`src/rtl/bin_to_bcd_seq.sv`:
```
// Sequential binary-to-BCD converter (double dabble), one input bit per clock, for the reaction-timer display.
// Optional build macro: BIN_TO_BCD_BLANK_EN replaces leading zero digits with the display blank code 4'hF.
module bin_to_bcd_seq #(
    parameter int BIN_W  = 14,
    parameter int DIGITS = 4
) (
    input  logic                  clk,
    input  logic                  rst,
    input  logic                  start,
    input  logic [BIN_W-1:0]      bin,
    output logic                  busy,
    output logic                  done,
    output logic [4*DIGITS-1:0]   bcd,
    output logic                  overflow,
    output logic [1:0]            o_dbg_state
);
    // Handshake: start is a request honoured only on an edge where busy=0; done is a
    // single-cycle pulse marking the cycle in which bcd/overflow take their new values.

    localparam int BCD_W = 4 * DIGITS;
    localparam int CNT_W = $clog2(BIN_W + 1);
    localparam int unsigned MAX_VAL = 32'(10**DIGITS - 1);

    typedef enum logic [1:0] {
        S_IDLE  = 2'd0,
        S_SHIFT = 2'd1,
        S_DONE  = 2'd2
    } state_t;

    state_t             r_state;
    logic [CNT_W-1:0]   r_cnt;
    logic [BIN_W-1:0]   r_shreg;
    logic [BCD_W-1:0]   r_scratch;
    logic               r_ovf_pend;
    logic               r_done;
    logic [BCD_W-1:0]   r_bcd;
    logic               r_ovf;

    logic [BCD_W-1:0]   w_adj;
    logic [BCD_W-1:0]   w_scratch_next;
    logic               w_carry;
    logic               w_ovf;
    logic               w_bin_ovf;
    logic [BCD_W-1:0]   w_result;
`ifdef BIN_TO_BCD_BLANK_EN
    logic               w_lead;
`endif

    always_comb begin
        w_adj = '0;
        for (int d = 0; d < DIGITS; d++) begin
            if (r_scratch[4*d +: 4] >= 4'd5)
                w_adj[4*d +: 4] = r_scratch[4*d +: 4] + 4'd3;
            else
                w_adj[4*d +: 4] = r_scratch[4*d +: 4];
        end
    end

    assign {w_carry, w_scratch_next} = {w_adj, r_shreg[BIN_W-1]};
    assign w_bin_ovf = 32'(bin) > MAX_VAL;
    // A carry out of the top digit can only happen for values past the range, so it folds into overflow.
    assign w_ovf = r_ovf_pend | w_carry;

    always_comb begin
        w_result = w_scratch_next;
`ifdef BIN_TO_BCD_BLANK_EN
        w_lead = 1'b1;
`endif
        if (w_ovf) begin
            w_result = {DIGITS{4'h9}};
        end else begin
`ifdef BIN_TO_BCD_BLANK_EN
            for (int d = DIGITS - 1; d >= 1; d--) begin
                if (w_lead && (w_scratch_next[4*d +: 4] == 4'h0))
                    w_result[4*d +: 4] = 4'hF;
                else
                    w_lead = 1'b0;
            end
`endif
        end
    end

    always_ff @(posedge clk) begin
        if (rst) begin
            r_state    <= S_IDLE;
            r_cnt      <= '0;
            r_shreg    <= '0;
            r_scratch  <= '0;
            r_ovf_pend <= 1'b0;
            r_done     <= 1'b0;
            r_bcd      <= '0;
            r_ovf      <= 1'b0;
        end else begin
            r_done <= 1'b0;
            case (r_state)
                S_IDLE: begin
                    if (start) begin
                        r_shreg    <= bin;
                        r_scratch  <= '0;
                        r_cnt      <= CNT_W'(BIN_W);
                        r_ovf_pend <= w_bin_ovf;
                        r_state    <= S_SHIFT;
                    end
                end
                S_SHIFT: begin
                    r_scratch <= w_scratch_next;
                    r_shreg   <= {r_shreg[BIN_W-2:0], 1'b0};
                    r_cnt     <= r_cnt - CNT_W'(1);
                    // Final shift: publish the result computed from this shift's output.
                    if (r_cnt == CNT_W'(1)) begin
                        r_bcd   <= w_result;
                        r_ovf   <= w_ovf;
                        r_done  <= 1'b1;
                        r_state <= S_DONE;
                    end
                end
                S_DONE: begin
                    r_state <= S_IDLE;
                end
                default: begin
                    r_state <= S_IDLE;
                end
            endcase
        end
    end

    assign busy        = (r_state != S_IDLE);
    assign done        = r_done;
    assign bcd         = r_bcd;
    assign overflow    = r_ovf;
    assign o_dbg_state = r_state;

endmodule

```
`config.mk`:
```
export PLATFORM = sky130hd
export DESIGN_NAME = bin_to_bcd_seq
export DESIGN_NICKNAME = d
export VERILOG_FILES = /design/src/rtl/bin_to_bcd_seq.sv
export SDC_FILE = /design/constraint.sdc
export NUM_CORES = 1
export LEC_CHECK = 0
export ABC_AREA = 1
export ABC_CLOCK_PERIOD_IN_PS = 3200
export BUFFER_PORTS_ARGS = -buffer_cell sky130_fd_sc_hd__buf_2
export CORE_ASPECT_RATIO = 1.5
export CORE_MARGIN = 2
export CORE_UTILIZATION = 60
export CTS_CLUSTER_SIZE = 8
export DETAILED_ROUTE_END_ITERATION = 16
export PLACE_DENSITY_LB_ADDON = 0.05
export SLEW_MARGIN = 20
export SYNTH_ARGS = -nofsm -noshare
export SYNTH_HDL_FRONTEND = slang
export SYNTH_SLANG_ARGS = --single-unit
```
`constraint.sdc`:
```
create_clock -name clk -period 3.2 [get_ports clk]
set_input_delay 0.64 -clock clk [delete_from_list [all_inputs] [get_ports clk]]
set_output_delay 0.64 -clock clk [all_outputs]
set_load 0.02 [all_outputs]
```
==> summary.md, run 1 <==
| Metric | Value |
|---|---|
| Buffers on Ports | 37 |
| Die area | 0.00512 mm² |
| Post-synth top area share | 40.3% |
| Final hold violation count | 0 |
| Unrepaired setup endpoints after global routing | no |
| ANT nets after route | 0 |
| Setup TNS | 0 ns |
| Slowest-stage cell, CP | dfxtp_1 |
| Post-layout minimum cycle time | 1.82 ns |
| Critical path class | flip-flop to flip-flop |
| # Max-Cap Violations | 0 |
| Peak supply drop | 0.301 mV |
| First-pass GRT wire length | 9.94 mm |
| GRT overflow | 0 |
| Critical path's top delay family | simple AND/OR/NAND/NOR gates |
| Relative slew slack | 56.4% |
| Layout area overhead | 10.0% |
| Critical path cell sequence | inv_2 > nor2_8 > nand2_1 > inv_1 > nor2_1 > nor2_1 > o21ai_1 > inv_1 |
| Initial antenna violation count | 0 |
| Reg clk slew, reported paths | 0.10 ns |
| CTS buffer count | 5 |
| Crit path buf inv count | 3 |
| Leak | 1.39 nW |
| Clk root buf | clkbuf_8 |
| Sink Count | 55 |
| Final setup fails | 0 |
| ANT cells | 0 |
| Std cell rows | 30 |
| Pwr/cell area | 449 mW/mm² |
| Commonest non-fill, non-tap cell in the layout | nand2_1 |
| Mapped Nets | 419 |
| Post-CTS setup buffer count | 0 |
| Least-Margin Pin Slew | 0.653 ns |
| CTS tree | built |
| CP max FO | 27 |
| Via count | 2493 |
| Max incr delay on CP | 0.37 ns |
| WL final | 5.72 mm |
| Vias per inst | 5.29 |
| Synth warnings | 0 |
| Seq cells post-synth | 55 |
| Top-level port count | 38 |
| Largest net degree at the start of global routing | 43 |
| Syn avg cell area | 6.96 µm² |
| Tot GR Track Use | 24.6% |
| Maximum clock frequency | 0.550 GHz |
| Final period util | 56.8% |
| Syn Std Cell Area | 0.00273 mm² |
| DR pass1 iterations | 4 |
| Die Y | 86.6 µm |
| Synth Instances | 392 |
| Req. time, crit path | 3.46 ns |
| Iter 0 DRT Violations | 101 |
| Resize count post-CTS | 0 |
| Final Power | 1.35 mW |
| CP Launch Type | flip-flop |
| Routability congestion estimate from global placement | 0.827 |
| Clock Skew | 0.00960 ns |
| Vias in the first global route | 2383 |
| Clock buffer depth | 2 |
| Ranking of synthesized cells by area | dfxtp_1, nand2_1, a21oi_1 |
| Worst skew pair latency | 0.31 ns |
| Crit. End Element | flip-flop |
| Final HPWL DP | 4.02 mm |
| Initial Utilization | 61.1% |
| Post-CTS Hold Fix Bufs | 0 |
| Die X | 59.1 µm |
| Synth area leader | dfxtp_1 |
| CTS HTree Levels | 2 |
| Final nets | 450 |
| Status | completed |
| Min-delay worst type | flip-flop to flip-flop |
| Drt wl/cell | 12.1 µm |
| Critical Path AT | 2.08 ns |
| Final slew viol count | 0 |
| Number of remaining DRC errors | 0 |
| Core area | 0.00447 mm² |
| Share of layout cells above drive strength 1 | 13.2% |
| Seq/Total Area, Yosys | 40.3% |
| Yosys cell types | 25 |
| Leading cell types in the layout, fill and taps excluded | nand2_1, dfxtp_1, inv_1 |
==> area by class of cell <==
type,instances,area [µm²]
fill,427,1460
multi-input combinational,268,1340
sequential,55,1100
inverter,55,206
timing repair buffer,38,193
clock buffer,5,68.8
tap,48,60.1
clock inverter,2,37.5
==> final timing paths <==
path	slack, ns	start	cells past startpoint	end
setup / recovery	1.38	o_dbg_state[0]	8	bcd[7]
hold / removal	0.45	r_shreg[8]	2	r_shreg[8]
setup reg to reg	1.38	o_dbg_state[0]	8	bcd[7]
hold reg to reg	0.45	r_shreg[8]	2	r_shreg[8]
==> report_power, final <==
group          leakage (nW)  switching (mW)  internal (mW)  total (mW)
sequential            0.448          0.0141          0.715       0.729
clock                0.0502           0.228          0.229       0.457
combinational         0.893           0.112         0.0514       0.163
==> flip-flops by register name, indices dropped and copies added, names as in the netlist <==
name         cells
r_ovf_pend       1
o_dbg_state      2
done             1
r_scratch       16
r_cnt            4
overflow         1
r_shreg         14
bcd             16
==> logic make-up after synthesis <==
family,synth area share (%)
AOI/OAI and AO/OA,17.4
adders and majority gates,4.58
buffers and inverters,10.7
DFF,40.3
and+or+nand+nor,27.0
==> tightest hold or removal path, delay by kind of cell, from the launching register on <==
| family | cells | cell delay (ns) |
|---|---|---|
| AO/OA/AOI/OAI | 1 | 0.05 |
| buffers and inverters | 1 | 0.05 |
| flip-flops | 1 | 0.31 |
==> through the flow <==
stage	instances	util [%]	hold WS, ns	setup slack [ns]	cell area (µm²)
after global routing	471	67.3	0.478	1.15	3000
final	471	67.3	0.453	1.38	3000
after global placement	464	64.9	0.435	1.38	2900
after detailed placement	464	64.9	0.444	1.38	2900
after floorplan	392	-	0.424	1.75	2730
after CTS	471	67.3	0.458	1.34	3000
==> Yosys cell counts <==
library cell and number:
a21boi_0 3, a21oi_1 45, and3_1 1, buf_2 4
buf_4 1, buf_6 3, clkbuf_1 5, clkbuf_2 1
dfxtp_1 55, ha_1 10, inv_1 52, inv_2 3
nand2_1 100, nand2_2 1, nand3_1 18, nand3_2 2
nand4_1 9, nand4_2 1, nor2_1 30, nor2_4 1
nor2_8 2, o211ai_1 3, o21ai_0 36, o21ai_1 5
or2_2 1
==> metal layers <==
metal,global-route usage (%),wire [µm],share of wire [%],vias to the layer above
met4,8.26,78,1.4,0
met2,46.7,2970,52,48
met3,3.43,216,3.8,6
li1,-,-,-,1317
met1,27.1,2450,43,1122
met5,0,0,0,-
Note: power is estimated with default switching activity, not from simulation.
==> run 2: changes to the inputs <==
--- a/config.mk
+++ b/config.mk
@@ -5,12 +5,12 @@
 export SDC_FILE = /design/constraint.sdc
 export NUM_CORES = 1
 export LEC_CHECK = 0
-export ABC_AREA = 1
-export ABC_CLOCK_PERIOD_IN_PS = 3200
+export ABC_AREA = 0
+export ABC_CLOCK_PERIOD_IN_PS = 1600
 export BUFFER_PORTS_ARGS = -buffer_cell sky130_fd_sc_hd__buf_2
 export CORE_ASPECT_RATIO = 1.5
 export CORE_MARGIN = 2
-export CORE_UTILIZATION = 60
+export CORE_UTILIZATION = 51
 export CTS_CLUSTER_SIZE = 8
 export DETAILED_ROUTE_END_ITERATION = 16
 export PLACE_DENSITY_LB_ADDON = 0.05
==> constraint.sdc (replaced) <==
create_clock -name clk -period 1.6 [get_ports clk]
set_input_delay 0.32 -clock clk [delete_from_list [all_inputs] [get_ports clk]]
set_output_delay 0.32 -clock clk [all_outputs]
set_load 0.02 [all_outputs]
==> run 2 against run 1 <==
  * Register-to-register slack got worse by 1.4 ns
  * Via count rose by 6.9%
  * Largest cell class unchanged
  * First-iteration DRC count increased by 72%
  * The flow now finishes with violations (setup timing)
  * Critical path depth shrank 2
  * Clock-buffer cell count rose by 1
  * Sequential power rose by 100%
  * Total power grew 120%
  * Sequential share of layout area shrank 5.7 points
  * Setup slack worse by 1.4 ns
  * Synthesized cell count is 14% lower
  * Sequential cell count unchanged
==> summary.md, run 2 <==
| Metric | Value |
|---|---|
| Status | finished, violations left |
| Failing checks | setup timing |
| Pwr/cell area | 827 mW/mm² (+84%) |
| Relative slew slack | 61.5% (+5.1 points) |
| Seq/Total Area, Yosys | 40.7% (+0.41 points) |
| Layout area overhead | 32.2% |
| Iter 0 DRT Violations | 174 (+72%) |
| ANT cells | 0 (unchanged) |
| Req. time, crit path | 1.82 ns (-1.64 ns) |
| WL final | 6.69 mm (+17%) |
| CTS tree | built |
| Least-Margin Pin Slew | 0.577 ns (-0.0757 ns) |
| CP Launch Type | flip-flop |
| Initial Utilization | 52.7% (-8.4 points) |
| Top_reg_cell synth | dfxtp_1 |
| Vias in the first global route | 2396 (+0.55%) |
| Die X | 63.4 µm (+7.4%) |
| Die Y | 93.2 µm (+7.6%) |
| Vias per inst | 5.76 (+8.7%) |
| Drt wl/cell | 14.5 µm (+19%) |
| Routability congestion estimate from global placement | 0.820 (-0.86%) |
| Final HPWL DP | 4.36 mm (+8.4%) |
| Die area | 0.00591 mm² (+15%) |
| Non-Filler Instances | 463 (-1.7%) |
| GRT overflow | 0 (unchanged) |
| Reg clk slew, reported paths | 0.09 ns (about the same) |
| Commonest non-fill, non-tap cell in the layout | dfxtp_1 |
| Seq cells post-synth | 55 (unchanged) |
| Share of layout cells above drive strength 1 | 30.1% (+17 points) |
| Final slew viol count | 0 (unchanged) |
| Leak | 1.41 nW (+1.3%) |
| Number of flops mapped to enable cells by yosys | 0 (unchanged) |
| Critical path class | flip-flop to flip-flop |
| CP max FO | 6 (-78%) |
| Synth area leader | dfxtp_1 |
| Synth Instances | 339 (-14%) |
| Buffers on Ports | 37 (unchanged) |
| First-pass GRT wire length | 10.9 mm (+9.4%) |
| Final nets | 421 (-6.4%) |
| Leading cell types in the layout, fill and taps excluded | dfxtp_1, nand2_1, buf_2 |
| Critical path cell sequence | inv_2 > ha_4 > or3b_4 > or2_4 > clkbuf_16 > o41ai_2 |
| Crit. End Element | flip-flop |
| Core area | 0.00512 mm² (+15%) |
| ANT nets after route | 0 (unchanged) |
| Final Power | 2.96 mW (+120%) |
| # Max-Cap Violations | 0 (unchanged) |
| Largest net degree at the start of global routing | 44 (+2.3%) |
| Post-layout minimum cycle time | 1.64 ns (-0.175 ns) |
| Final setup fails | 11 (+11) |
| CTS buffer count | 5 (unchanged) |
| Syn avg cell area | 7.97 µm² (+14%) |
| Min-delay worst type | input port to flip-flop |
| Critical Path AT | 1.86 ns (-0.22 ns) |
| Unrepaired setup endpoints after global routing | yes |
| Post-synth top area share | 40.7% (+0.41 points) |
| Initial antenna violation count | 0 (unchanged) |
| Final period util | 103% (+46 points) |
| Syn Std Cell Area | 0.00270 mm² (-1.0%) |
| Top-level port count | 38 (unchanged) |
| Post-CTS Hold Fix Bufs | 0 (unchanged) |
| Post-route setup slack | -0.0433 ns (-1.43 ns) |
| Worst skew pair latency | 0.31 ns (about the same) |
| Async SR Flop Fraction | 0% (unchanged) |
| Std cell rows | 32 (+6.7%) |
| Final hold violation count | 0 (unchanged) |
| Number of remaining DRC errors | 0 (unchanged) |
| Max incr delay on CP | 0.38 ns (about the same) |
| Peak supply drop | 0.593 mV (+97%) |
| Crit path buf inv count | 2 (-1) |
| Via count | 2665 (+6.9%) |
| Tot GR Track Use | 22.8% (-1.9 points) |
| Inst Count DP | 449 (-3.2%) |
| Most common cell in the netlist | dfxtp_1 |
| Yosys cell types | 44 (+76%) |
| Clock buffer depth | 2 (unchanged) |
| Sink Count | 55 (unchanged) |
| Synth top cells by count | dfxtp_1, nand2_1, nor2_1 |
| Maximum clock frequency | 0.609 GHz (+11%) |
| Critical path's top delay family | simple AND/OR/NAND/NOR gates |
| Clk root buf | clkbuf_8 |
| CTS HTree Levels | 2 (unchanged) |
| Ranking of synthesized cells by area | dfxtp_1, nand2_1, nand3_1 |
| Mapped Nets | 366 (-13%) |
| Slowest-stage cell, CP | or3b_4 |
| Clock Skew | 0.00949 ns (-0.000107 ns) |
| Synth warnings | 0 (unchanged) |
| DR pass1 iterations | 4 (unchanged) |
## run 2: cell count changes in the layout (fill, tap and decap cells not counted), sizes merged, moves of 10 or more
cell / before / now
inv: 55 / 18
buf: 38 / 71
nand2: 101 / 38
nand4: 10 / 0
o21ai: 41 / 20
a21oi: 45 / 25
a311oi: 0 / 15
## run 2: where the power goes
group	switching [mW]	internal, mW
clock	0.460	0.626
combinational	0.233	0.170
sequential	0.0391	1.43
total	0.733	2.22
## run 2: repair_timing
action	4_1_cts	5_1_grt
setup endpoints to repair	17	19
pin swaps	7	6
gates cloned	2	1
gates resized for setup	11	33
setup buffers	1	2
## run 2: cell families after synthesis
logic type	Yosys count	synth area share (%)
buf+inv	43	6.43
simple gates	130	22.2
compound gates	99	25.3
xor+xnor	2	0.648
fa+ha+maj	10	4.63
flops	55	40.7
## run 2: through the flow
| step | hold slack [ns] | area, µm² | setup TNS [ns] | setup slack (ns) | utilization [%] |
|---|---|---|---|---|---|
| after floorplan | 0.436 | 2780 | -0.475 | -0.0662 | - |
| after global placement | 0.456 | 3240 | -0.550 | -0.0761 | 63.2 |
| after detailed placement | 0.464 | 3240 | -1.23 | -0.129 | 63.2 |
| after CTS | 0.231 | 3420 | 0 | 0.00553 | 66.7 |
| after global routing | 0.245 | 3570 | -1.27 | -0.110 | 69.7 |
| final | 0.241 | 3570 | -0.277 | -0.0433 | 69.7 |
## run 2: per-layer routing
layer	wire length [µm]	up-vias	part of all wire (%)	track usage [%]
li1	-	1322	-	-
met1	2960	1276	44	28.5
met2	3290	56	49	38.4
met3	265	11	4.0	4.45
met4	171	0	2.6	8.88
met5	0	-	0	0
## run 2: layout make-up
| type | count | area (µm²) |
|---|---|---|
| clock buffers | 6 | 72.6 |
| fillers | 456 | 1550 |
| inverters | 18 | 67.6 |
| well taps | 68 | 85.1 |
| clock inverters | 2 | 60.1 |
| repair buffers | 72 | 567 |
| multi-input cells | 242 | 1620 |
| flip-flops and latches | 55 | 1100 |
## run 2: worst register-to-register path, delay by kind of cell (launching register included)
| kind | cells | cell delay (ns) |
|---|---|---|
| compound gates | 1 | 0.18 |
| simple gates | 2 | 0.69 |
| flops | 1 | 0.33 |
| fa+ha+maj | 1 | 0.11 |
| buf+inv | 2 | 0.24 |
## run 2: worst paths after layout
kind              start         end  slack [ns]  depth (start not counted)
max            r_cnt[1]      bcd[6]       -0.04                          6
min              bin[0]  r_shreg[0]        0.24                          3
max reg2reg    r_cnt[1]      bcd[6]       -0.04                          6
min reg2reg  r_shreg[0]  r_shreg[0]        0.48                          2
==> run 3: changes to the inputs <==
--- a/config.mk
+++ b/config.mk
@@ -5,12 +5,13 @@
 export SDC_FILE = /design/constraint.sdc
 export NUM_CORES = 1
 export LEC_CHECK = 0
-export ABC_AREA = 0
+export ABC_AREA = 1
 export ABC_CLOCK_PERIOD_IN_PS = 1600
 export BUFFER_PORTS_ARGS = -buffer_cell sky130_fd_sc_hd__buf_2
 export CORE_ASPECT_RATIO = 1.5
 export CORE_MARGIN = 2
 export CORE_UTILIZATION = 51
+export CTS_CLUSTER_DIAMETER = 200
 export CTS_CLUSTER_SIZE = 8
 export DETAILED_ROUTE_END_ITERATION = 16
 export PLACE_DENSITY_LB_ADDON = 0.05
==> run 3 against run 2 <==
  * The flow now finishes without violations
  * Setup slack gained 0.21 ns
  * Sequential cell count is the same
  * Clock-buffer cell count grew 1
  * Routed wire length fell by 12%
  * Register-to-register slack better by 0.21 ns
  * Combinational power is 8.7% lower
==> summary.md, run 3 (synthesis gave the netlist of run 1 again) <==
| Metric | Value |
|---|---|
| Iter 0 DRT Violations | 101 (-42%) |
| Sw Share | 26.9% (+2.1 points) |
| Req. time, crit path | 1.78 ns (-0.04 ns) |
| Least-Margin Pin Slew | 0.526 ns (-0.0512 ns) |
| Die area | 0.00597 mm² (+0.97%) |
| Final HPWL DP | 4.17 mm (-4.4%) |
| Core area | 0.00516 mm² (+0.78%) |
| CP Launch Type | flip-flop |
| Worst skew pair latency | 0.30 ns (about the same) |
| Critical Path AT | 1.62 ns (-0.24 ns) |
| Crit. End Element | flip-flop |
| CTS HTree Levels | 2 (unchanged) |
| Leak | 1.44 nW (+2.0%) |
| Power Internal | 1.87 mW (-16%) |
| Share of layout cells above drive strength 1 | 15.9% (-14 points) |
| Fill cells | 513 (+13%) |
| Drt wl/cell | 11.7 µm (-19%) |
| CP max FO | 10 (+4) |
| Reg clk slew, reported paths | 0.09 ns (about the same) |
| Clock buffer depth | 2 (unchanged) |
| ANT nets after route | 0 (unchanged) |
| Die Y | 93.6 µm (+0.49%) |
| Min-delay worst type | input port to flip-flop |
| Comb power frac | 14.4% (+0.8 points) |
| Largest net degree at the start of global routing | 37 (-16%) |
| Reg2reg setup slack | 0.16 ns (+0.21 ns) |
| Final nets | 461 (+9.5%) |
| Clock Power Share | 28.7% (-8.0 points) |
| WL final | 5.89 mm (-12%) |
| Relative slew slack | 64.9% (+3.4 points) |
| GRT overflow | 0 (unchanged) |
| Post-route setup slack | 0.163 ns (+0.207 ns) |
| Switching pwr | 0.690 mW (-5.8%) |
| Buffers on Ports | 37 (unchanged) |
| First-pass GRT wire length | 10.2 mm (-6.2%) |
| Post-layout minimum cycle time | 1.44 ns (-0.207 ns) |
| Hold WS | 0.267 ns (+0.0261 ns) |
| Setup TNS | 0 ns (+0.277 ns) |
| Routability congestion estimate from global placement | 0.891 (+8.7%) |
| Status | completed |
| Hold Startpoint | bin[0] |
| Die X | 63.7 µm (+0.48%) |
| Final hold violation count | 0 (unchanged) |
| Sink Count | 55 (unchanged) |
| Post-DP Area | 0.00300 mm² (-7.2%) |
| Final period util | 89.8% (-13 points) |
| Critical path class | flip-flop to flip-flop |
| Top-level port count | 38 (unchanged) |
| Commonest non-fill, non-tap cell in the layout | nand2_1 |
| Worst r2r dst | bcd[10] |
| # Max-Cap Violations | 0 (unchanged) |
| Final Power | 2.56 mW (-13%) |
| Vias in the first global route | 2357 (-1.6%) |
| Unrepaired setup endpoints after global routing | no |
| Number of remaining DRC errors | 0 (unchanged) |
| Final slew viol count | 0 (unchanged) |
| Clk root buf | clkbuf_8 |
| CTS buffer count | 5 (unchanged) |
| Maximum clock frequency | 0.696 GHz (+14%) |
| Std cell rows | 32 (unchanged) |
| ANT cells | 0 (unchanged) |
| Clock Skew | 0.00600 ns (-0.00349 ns) |
| Leading cell types in the layout, fill and taps excluded | nand2_1, dfxtp_1, inv_1 |
| DR pass1 iterations | 4 (unchanged) |
| Layout area overhead | 14.5% |
| CTS tree | built |
| Via count | 2537 (-4.8%) |
| Tot GR Track Use | 21.5% (-1.3 points) |
| Pre-CTS setup slack | 0.0828 ns (+0.212 ns) |
| Pwr/cell area | 820 mW/mm² (-0.89%) |
| Sequential power share | 56.9% (+7.3 points) |
| Post-route cell area | 0.00313 mm² (-13%) |
| RR Startpoint | r_scratch[13] |
| Peak supply drop | 0.478 mV (-19%) |
| Min-Delay Path Depth | 3 (unchanged) |
| Vias per inst | 5.04 (-12%) |
| Initial Utilization | 52.9% (+0.12 points) |
| Path depth of the worst reg2reg path | 8 (+2) |
| Final setup fails | 0 (-11) |
| End of the worst hold path | r_shreg[0] |
| Initial antenna violation count | 0 (unchanged) |
## run 3: cell count changes in the layout (fill, tap and decap cells not counted), moves of 7 or more
cell,change
o21ai_0,+24
inv_1,+34
a21oi_1,+21
o41ai_2,-7
nand2_1,+63
nand3_1,-8
buf_4,-13
a311oi_1,-13
nand4_1,+9
## run 3: worst max-delay path: stages (launching register included)
cell     delay, ns
dfxtp_1       0.38
inv_1         0.07
ha_1          0.17
inv_1         0.08
nand2_1       0.11
nand2_1       0.12
nand3_4       0.16
nand3_1       0.15
a21oi_1       0.07
## run 3: repair_timing
action	CTS	global route
endpoints found under the setup margin	0	11
hold buffers	0	0
setup buffers	0	1
gates resized for setup	0	5
endpoints found under the hold margin	0	0
## run 3: final cells by class
| cell class | instances | area, µm² | area share [%] |
|---|---|---|---|
| Clock buffer | 7 | 76.3 | 2.44 |
| Clock inverter | 1 | 5.00 | 0.160 |
| Inverter | 55 | 206 | 6.61 |
| Multi-Input combinational cell | 269 | 1360 | 43.4 |
| Sequential cell | 55 | 1100 | 35.3 |
| Tap cell | 68 | 85.1 | 2.72 |
| Timing Repair Buffer | 48 | 293 | 9.37 |
## run 3: per-stage QoR
stage / util, % / std cells
after detailed placement: 58.1 / 493
after floorplan: - / 392
after global routing: 60.5 / 503
after CTS: 59.7 / 501
final: 60.5 / 503
after global placement: 58.1 / 493
## run 3: power groups by stage
stage                     registers, mW  clock network [mW]  logic, mW
after CTS                          1.46               0.777      0.368
final                              1.46               0.736      0.368
after floorplan                    1.49                   0      0.257
after global placement             1.49                   0      0.362
after global routing               1.46               0.821      0.422
after detailed placement           1.49                   0      0.366
## run 3: worst max-delay path by stage
| stage | start | end | slack [ns] | depth (start not counted) |
|---|---|---|---|---|
| floorplan | o_dbg_state[0] | bcd[0] | 0.17 | 7 |
| detailed placement | r_scratch[13] | overflow | 0.08 | 8 |
| CTS | r_scratch[13] | overflow | 0.06 | 8 |
| global placement | r_scratch[13] | overflow | 0.16 | 8 |
| finish | r_scratch[13] | bcd[10] | 0.16 | 8 |
| global route | r_scratch[8] | bcd[10] | 0.009 | 9 |
## run 3: routing by layer
layer	up-vias	track usage, %	part of all wire (%)
met3	10	4.09	3.5
met1	1141	24.1	44
li1	1344	-	-
met4	0	10.1	2.6
met5	-	0	0
met2	42	38.6	50
